===== config.mk =====
export PLATFORM = sky130hd
export DESIGN_NAME = conway_frame_capture
export DESIGN_NICKNAME = d
export VERILOG_FILES = /design/src/rtl/conway_frame_capture.sv
export SDC_FILE = /design/constraint.sdc
export NUM_CORES = 1
export LEC_CHECK = 0
export BUFFER_PORTS_ARGS = -buffer_cell sky130_fd_sc_hd__buf_2
export CAP_MARGIN = 0
export CORE_ASPECT_RATIO = 1.75
export CORE_MARGIN = 2
export CORE_UTILIZATION = 56
export CTS_BUF_LIST = sky130_fd_sc_hd__clkbuf_16
export CTS_CLUSTER_SIZE = 14
export DETAILED_ROUTE_END_ITERATION = 6
export GPL_TIMING_DRIVEN = 0
export PLACE_DENSITY_LB_ADDON = 0.05
export SYNTH_ARGS = -nofsm -noshare
export SYNTH_HDL_FRONTEND = slang
export SYNTH_SLANG_ARGS = --single-unit

===== constraint.sdc =====
create_clock -name clk_i -period 2.9 [get_ports clk_i]
set_clock_uncertainty 0.15 [all_clocks]
set_input_delay 0.145 -clock clk_i [delete_from_list [all_inputs] [get_ports clk_i]]
set_output_delay 0.145 -clock clk_i [all_outputs]
set_load 0.01 [all_outputs]

===== src/rtl/conway_frame_capture.sv =====
// Captures the serial 8x8 Conway stream into a held board image and per-generation status.
// Optional period-2 oscillator detection: define CONWAY_OSC2_DETECT_EN.
module conway_frame_capture #(
   parameter int ROWS  = 8,
   parameter int COLS  = 8,
   parameter int GEN_W = 16
) (
   input  logic                                clk_i,
   input  logic                                rst_n_i,
   input  logic                                bit_in_i,
   input  logic                                bit_valid_i,
   input  logic                                frame_start_i,
   input  logic [$clog2(ROWS)-1:0]             row_sel_i,
   input  logic                                clear_err_i,
   output logic [COLS-1:0]                     row_data_o,
   output logic                                frame_done_o,
   output logic [$clog2(ROWS*COLS+1)-1:0]      pop_count_o,
   output logic [GEN_W-1:0]                    gen_count_o,
   output logic                                extinct_o,
   output logic                                stable_o,
   output logic                                short_frame_o,
   output logic                                osc2_o
);
   localparam int CELLS = ROWS * COLS;
   localparam int IW    = $clog2(CELLS);
   localparam int PCW   = $clog2(CELLS + 1);
   localparam int RSW   = $clog2(ROWS);
   localparam logic [IW-1:0] LAST_IDX = IW'(CELLS - 1);
   localparam logic [RSW:0]  ROWS_L   = (RSW + 1)'(ROWS);

   typedef enum logic {IDLE, SHIFT} state_t;

   state_t            state_q, state_d;
   logic [IW-1:0]     idx_q, idx_d;
   logic [CELLS-1:0]  img_q, img_d;
   logic [PCW-1:0]    cnt_q, cnt_d;
   logic [CELLS-1:0]  board_q, board_d;
   logic [PCW-1:0]    pop_q, pop_d;
   logic [GEN_W-1:0]  gen_q, gen_d;
   logic              extinct_q, extinct_d;
   logic              stable_q, stable_d;
   logic              short_q, short_d;
   logic              done_q, done_d;
   logic              prev_q, prev_d;
   logic [COLS-1:0]   row_q, row_d;
   logic [CELLS-1:0]  new_img;
   logic              commit;

   always_comb begin
      state_d   = state_q;
      idx_d     = idx_q;
      img_d     = img_q;
      cnt_d     = cnt_q;
      board_d   = board_q;
      pop_d     = pop_q;
      gen_d     = gen_q;
      extinct_d = extinct_q;
      stable_d  = stable_q;
      prev_d    = prev_q;
      done_d    = 1'b0;
      short_d   = short_q & ~clear_err_i;
      commit    = 1'b0;
      new_img   = img_q;
      new_img[idx_q] = bit_in_i;

      case (state_q)
         IDLE: begin
            if (bit_valid_i && frame_start_i) begin
               state_d  = SHIFT;
               img_d    = '0;
               img_d[0] = bit_in_i;
               idx_d    = IW'(1);
               cnt_d    = PCW'(bit_in_i);
            end
         end
         SHIFT: begin
            if (bit_valid_i) begin
               if (frame_start_i) begin
                  // Any frame_start inside SHIFT is at index != 0: restart, board untouched.
                  short_d  = 1'b1;
                  img_d    = '0;
                  img_d[0] = bit_in_i;
                  idx_d    = IW'(1);
                  cnt_d    = PCW'(bit_in_i);
               end else if (idx_q == LAST_IDX) begin
                  commit  = 1'b1;
                  state_d = IDLE;
                  idx_d   = '0;
                  img_d   = '0;
                  cnt_d   = '0;
               end else begin
                  img_d = new_img;
                  idx_d = idx_q + IW'(1);
                  cnt_d = cnt_q + PCW'(bit_in_i);
               end
            end
         end
         default: state_d = IDLE;
      endcase

      if (commit) begin
         board_d   = new_img;
         pop_d     = cnt_q + PCW'(bit_in_i);
         gen_d     = gen_q + GEN_W'(1);
         done_d    = 1'b1;
         extinct_d = (pop_d == '0);
         stable_d  = prev_q && (new_img == board_q);
         prev_d    = 1'b1;
      end
   end

   // Read port samples the pre-commit board, so new data shows one cycle after frame_done.
   always_comb begin
      row_d = '0;
      if ({1'b0, row_sel_i} < ROWS_L) begin
         for (int c = 0; c < COLS; c++) begin
            row_d[c] = board_q[int'(row_sel_i) * COLS + c];
         end
      end
   end

   always_ff @(posedge clk_i) begin
      if (!rst_n_i) begin
         state_q   <= IDLE;
         idx_q     <= '0;
         img_q     <= '0;
         cnt_q     <= '0;
         board_q   <= '0;
         pop_q     <= '0;
         gen_q     <= '0;
         extinct_q <= 1'b0;
         stable_q  <= 1'b0;
         short_q   <= 1'b0;
         done_q    <= 1'b0;
         prev_q    <= 1'b0;
         row_q     <= '0;
      end else begin
         state_q   <= state_d;
         idx_q     <= idx_d;
         img_q     <= img_d;
         cnt_q     <= cnt_d;
         board_q   <= board_d;
         pop_q     <= pop_d;
         gen_q     <= gen_d;
         extinct_q <= extinct_d;
         stable_q  <= stable_d;
         short_q   <= short_d;
         done_q    <= done_d;
         prev_q    <= prev_d;
         row_q     <= row_d;
      end
   end

`ifdef CONWAY_OSC2_DETECT_EN
   logic [CELLS-1:0] board2_q, board2_d;
   logic             prev2_q, prev2_d;
   logic             osc2_q, osc2_d;

   always_comb begin
      board2_d = board2_q;
      prev2_d  = prev2_q;
      osc2_d   = osc2_q;
      if (commit) begin
         board2_d = board_q;
         prev2_d  = prev_q;
         osc2_d   = prev2_q && (new_img == board2_q) && !stable_d;
      end
   end

   always_ff @(posedge clk_i) begin
      if (!rst_n_i) begin
         board2_q <= '0;
         prev2_q  <= 1'b0;
         osc2_q   <= 1'b0;
      end else begin
         board2_q <= board2_d;
         prev2_q  <= prev2_d;
         osc2_q   <= osc2_d;
      end
   end

   assign osc2_o = osc2_q;
`else
   assign osc2_o = 1'b0;
`endif

   assign row_data_o    = row_q;
   assign frame_done_o  = done_q;
   assign pop_count_o   = pop_q;
   assign gen_count_o   = gen_q;
   assign extinct_o     = extinct_q;
   assign stable_o      = stable_q;
   assign short_frame_o = short_q;
endmodule

Word level (Yosys, flattened, before mapping)

Cells that the tools add are included.

Register bits: 178
Output and inout bits: 36
Word-level logic and storage cells: 99

Add/sub/neg operators: 10
Order comparisons: 10
Equal/unequal tests: 4
Muxes and demuxes: 54
Bitwise gates (word level): 3
Reduce and logical (&&, ||, !) cells: 5

Operators with widths:

| operator                                                                     | count |
|---|---|
| 64-bit 2-to-1 mux                                                            | 4 |
| 64-bit case mux with 2 select lines                                          | 1 |
| 64-bit bitwise mux                                                           | 1 |
| 64-bit == test                                                               | 1 |
| 7-bit less-than comparator, second input constant                            | 7 |
| 1-bit binary-select mux with 6-bit select                                    | 7 |
| 6-bit by 3-bit adder with 7-bit output, second input constant                | 4 |
| 1-bit 2-to-1 mux                                                             | 28 |
| 7-bit 2-to-1 mux                                                             | 4 |
| 6-bit 2-to-1 mux                                                             | 4 |
| 16-bit by 1-bit adder with 16-bit output, second input constant              | 1 |
| 6-bit by 2-bit adder with 7-bit output, second input constant                | 2 |
| 6-bit by 7-bit less-than comparator with 1-bit output, second input constant | 2 |
| 7-bit case mux with 2 select lines                                           | 1 |
| 6-bit case mux with 2 select lines                                           | 1 |
| 6-bit by 1-bit adder with 7-bit output, second input constant                | 1 |
| 7-bit by 1-bit adder with 7-bit output                                       | 1 |
| 7-bit logical NOT                                                            | 1 |
| 6-bit by 1-bit adder with 6-bit output, second input constant                | 1 |
| 1-bit demux with 6-bit select                                                | 1 |
| 6-bit == test, second input constant                                         | 1 |
| 6-bit by 1-bit >= comparator with 1-bit output, second input constant        | 1 |
| 2-bit inequality test, second input constant                                 | 2 |
| 1-bit binary-select mux with 3-bit select                                    | 1 |
| 5 further kinds                                                              | 8 |

Logic depth before layout (Yosys ltp)

Word-level depth: 9
Depth in mapped cells: 11

Worst setup path before layout

OpenSTA, ideal clock, no wires.

Kind: register -> register
Start: register idx_q[4]
End: register stable_q (netlist: stable_o)
Library setup time: 60 ps
Data arrival time: 2871 ps
Path slack: -181 ps
Stages on the path, launching flop included: 11
Path buffers: 2
Cells stage by stage: dfxtp_1 -> buf_2 -> buf_2 -> or4b_2 -> nor3_1 -> mux2i_1 -> a2bb2oi_1 -> nand4_1 -> or4_1 -> nor4_1 -> a32o_1

Cells in the longest elaborated chain, start to end: 7
Elaborated cells between the ends (all ways): 13

RTL lines:

| item                                                                                                                                          | RTL line | source |
|---|---|---|
| start: declaration                                                                                                                            | 34       | `logic [IW-1:0] idx_q, idx_d;` |
| start signal: assignment                                                                                                                      | 139      | `idx_q <= idx_d;` |
| 6-bit by 7-bit less-than comparator with 1-bit output (not written as such) or 6-bit by 1-bit >= comparator with 1-bit output (tied branches) | 64       | `new_img[idx_q] = bit_in_i;` |
| 1-bit logical AND (not written as such)                                                                                                       | 64       |  |
| 1-bit 2-to-1 mux (not written as such)                                                                                                        | 64       |  |
| 1-bit demux with 6-bit select                                                                                                                 | 64       |  |
| 64-bit bitwise mux                                                                                                                            | 64       |  |
| 64-bit == test                                                                                                                                | 107      | `stable_d = prev_q && (new_img == board_q);` |
| 1-bit logical AND                                                                                                                             | 107      |  |
| end signal: assignment                                                                                                                        | 146      | `stable_q <= stable_d;` |
| end: declaration                                                                                                                              | 41       | `logic stable_q, stable_d;` |

Several ways; a longest one is shown, not always the timed one.
A chain may end at the register's enable or synchronous reset.

Worst setup path in the final report

Ends and elaborated chain as after synthesis.

==> results.md <==
- Chip width: approximately 100 µm
- Worst EP arrival: just under 4 ns
- Fin worst setup slack: -0.786 ns
- Slew @ Worst Pin: 1.19 ns
- Ratio of cells with drive above 1 in the final layout: roughly 18%
- Placeable Area: about 17000 µm²
- Synthesized cell area: slightly below 10000 µm²
- PortBufs: 38
- Cells after synthesis: 1134
- Commonest non-fill, non-tap cells in the layout: 173 x dfxtp_1, 98 x nand2_1, 87 x o21ai_0, 81 x nor2_1, 61 x nor2b_1
- Row cnt: between 60 and 70
- VDD IR max: 298 µV
- Flop pwr share: between 40% and 50%
- F_max: between 200 and 300 MHz
- Final Hold Viols: 0
- Root Buffer: clkbuf_16
- RSZ-0062 raised after global routing: yes
- I/O pin count: 45
- Sequential share of the synthesized area: approximately 37%
- Final Max Tran Viols: 0
- Total Wirelength: approximately 42000 µm
- Detail Route Antenna Nets: 0
- CTS H-Tree Depth: 4
- Internal power: roughly 3800 µW
- Post-synth EDFFs: 0
- Clock Tree Buf Depth: 2
- Static Leak: 0.00405 µW
- Crit path kind: reg -> reg
- Clock Power Share: a little under half
- Max stage delay on crit path: roughly 0.7 ns
- Run status: finished, violations left
- Net Sw Power: between 1000 and 1500 µW
- CP Max Fanout: 10
- Yosys Warn Count: 0
- Mapped Nets: between 1000 and 1500
- Req. time, crit path: around 3.2 ns
- Worst-path cell chain: buf_6 -> buf_6 -> buf_4 -> nor4b_4 -> mux2i_4 -> o22a_1 -> nand4_1 -> or4_4 -> nor4_4 -> a32o_1
- Nets: approximately 1200
- Slew HR: roughly 20%
- Minimum clock period: roughly 3.7 ns
- Dpl hpwl: 31000 µm
- Worst skew pair latency: 0.46 ns
- Total number of vias: slightly below 10000
- Total negative slack: -3.93 ns
- Pre-antenna DRT Iters: 7
- Comb power frac: 6.2%
- Overall Power: between 5000 and 6000 µW
- Clock transition time at the flip-flop clock pins of the worst setup and hold paths: 0.07 ns
- Layout area overhead: 18.3%
- CP Capture Type: register
- Initial antenna violation count: 0
- Largest net degree at the start of global routing: 17
- Asr flop ratio synth: 0%
- Synth Flop Type: dfxtp_1
- Commonest non-fill, non-tap cell in the layout: dfxtp_1
- Max-Cap Viols: 0
- Final period util: 127%
- GRT Total Usage: between 40% and 50%
- DP Area: between 10000 and 15000 µm²
- Startpoint types: register
- Failing checks: setup timing
- CTS tree: done
- Via density: between 6 and 7
- Post-Place Worst Slack: -1.94 ns
- Placed cells: 1400
- R2R setup slack: -0.79 ns
- Switching share of power: between 20 and 30%
- Initial Util: 57.1%
- Sink Count: about 180
- Final setup vio count: a little over 40
- Number of diodes: 0
- Avg WL per Cell: a little under 30 µm
- Post-route cell area: about 11000 µm²
- DRC: 0
- Total CTS buffers: 17
- Die Y: around 180 µm
- Vias in the first global route: between 9000 and 10000
- GRT overflow: 0
- Post-Layout Cell Count: 1451
- First-pass GRT wire length: 60700 µm
- Power Density: 446 nW/µm²
- First DRT Iteration DRCs: approximately 1300
- Avg Inst Size Synth: roughly 8.5 µm²
- Slowest cell on the critical path: nor4_4
- Post-synth cell types: 74
- Seq cells post-synth: ~180
- Hold Path Class: in -> reg
- CP dominant cell by count: buf_6
- GP Congestion: between 1 and 1.5
- Die area: 18300 µm²
critical path: cells and delay by family, from the launching register on:
kind,cells,cell delay [ns]
buffers and inverters,3,0.44
flip-flops,1,0.35
AND/OR/NAND/NOR,4,1.84
multiplexers,1,0.41
AO/OA/AOI/OAI,2,0.44
routing by layer:
metal,global-route usage (%),part of all wire [%],vias up
met1,51.3,33,4599
met4,45.5,13,0
met3,12.4,9.3,274
li1,-,-,4264
met5,0,0,-
met2,72.5,45,725
state kept, by name, summed over array words and instances (netlist names):
name and cells:
board_q 64, prev_q 1, short_frame_o 1, cnt_q 7
frame_done_o 1, extinct_o 1, pop_count_o 7, state_q 1
idx_q 6, stable_o 1, img_q 64, gen_count_o 16
row_data_o 8
path summary, 6_finish.rpt:
kind / endpoint / from / cells past startpoint
setup / recovery: stable_o / idx_q[4] / 10
hold / removal: state_q / frame_start_i / 3
setup reg to reg: stable_o / idx_q[4] / 10
hold reg to reg: pop_count_o[0] / pop_count_o[0] / 2
area by class of cell:
cell class | instances | area, µm²
Buffer | 91 | 465
Clock buffer | 17 | 425
Clock inverter | 14 | 141
Fill cell | 1459 | 5460
Inverter | 12 | 45.0
Multi-Input combinational cell | 849 | 6090
Sequential cell | 178 | 3570
Tap cell | 227 | 284
Timing Repair Buffer | 63 | 385
cells in the mapped netlist (13+ instances only):
cell	n	area share [%]
mux2i_1	43	4.5
dfxtp_1	178	37
clkbuf_1	70	2.7
nand3_1	29	1.5
nor2_1	102	4.0
xor2_1	15	1.4
nand2_1	99	3.9
buf_2	13	0.67
and2_1	34	2.2
a211oi_1	30	2.3
o211a_1	26	2.7
nor3_1	23	1.2
nor2b_1	62	4.0
mux4_2	16	3.7
a21oi_1	30	1.6
a22oi_1	54	4.2
xnor2_1	27	2.5
o21ai_0	89	4.6
stage by stage:
step / hold slack, ns / util (%)
6_report: 0.0561 / 67.6
5_1_grt: 0.0982 / 67.6
3_3_place_gp: 0.277 / 60.1
2_1_floorplan: 0.183 / -
3_5_place_dp: 0.283 / 60.2
4_1_cts: 0.0489 / 67.2
power groups by stage:
stage          registers, µW  clock network, µW  logic (µW)
6_report                2450               2320         318
5_1_grt                 2450               2380         326
4_1_cts                 2450               2290         301
3_5_place_dp            2510                  0         276
3_3_place_gp            2510                  0         276
2_1_floorplan           2510                  0         169
cells by family (layout without fill, tap and decap cells):
logic type / count (synthesis) / in the layout / share of synthesized area [%]
buffers and inverters: 107 / 197 / 4.61
AO/OA/AOI/OAI: 301 / 301 / 21.5
XOR/XNOR: 42 / 42 / 3.82
flip-flops: 178 / 178 / 37.0
AND/OR/NAND/NOR: 438 / 438 / 23.8
multiplexers: 63 / 63 / 8.67
adder cells (fa/ha/maj): 4 / 4 / 0.519
other: 1 / 1 / 0.0389
timing repair:
action | 4_1_cts | 5_1_grt
setup endpoints to repair | 106 | 79
resized for setup | 114 | 33
hold buffers | 2 | 0
cloned | 2 | 0
setup buffers | 19 | 1
endpoints found under the hold margin | 1 | 0
pin swaps | 18 | 6
No activity file was read; power rests on OpenSTA's default activity.
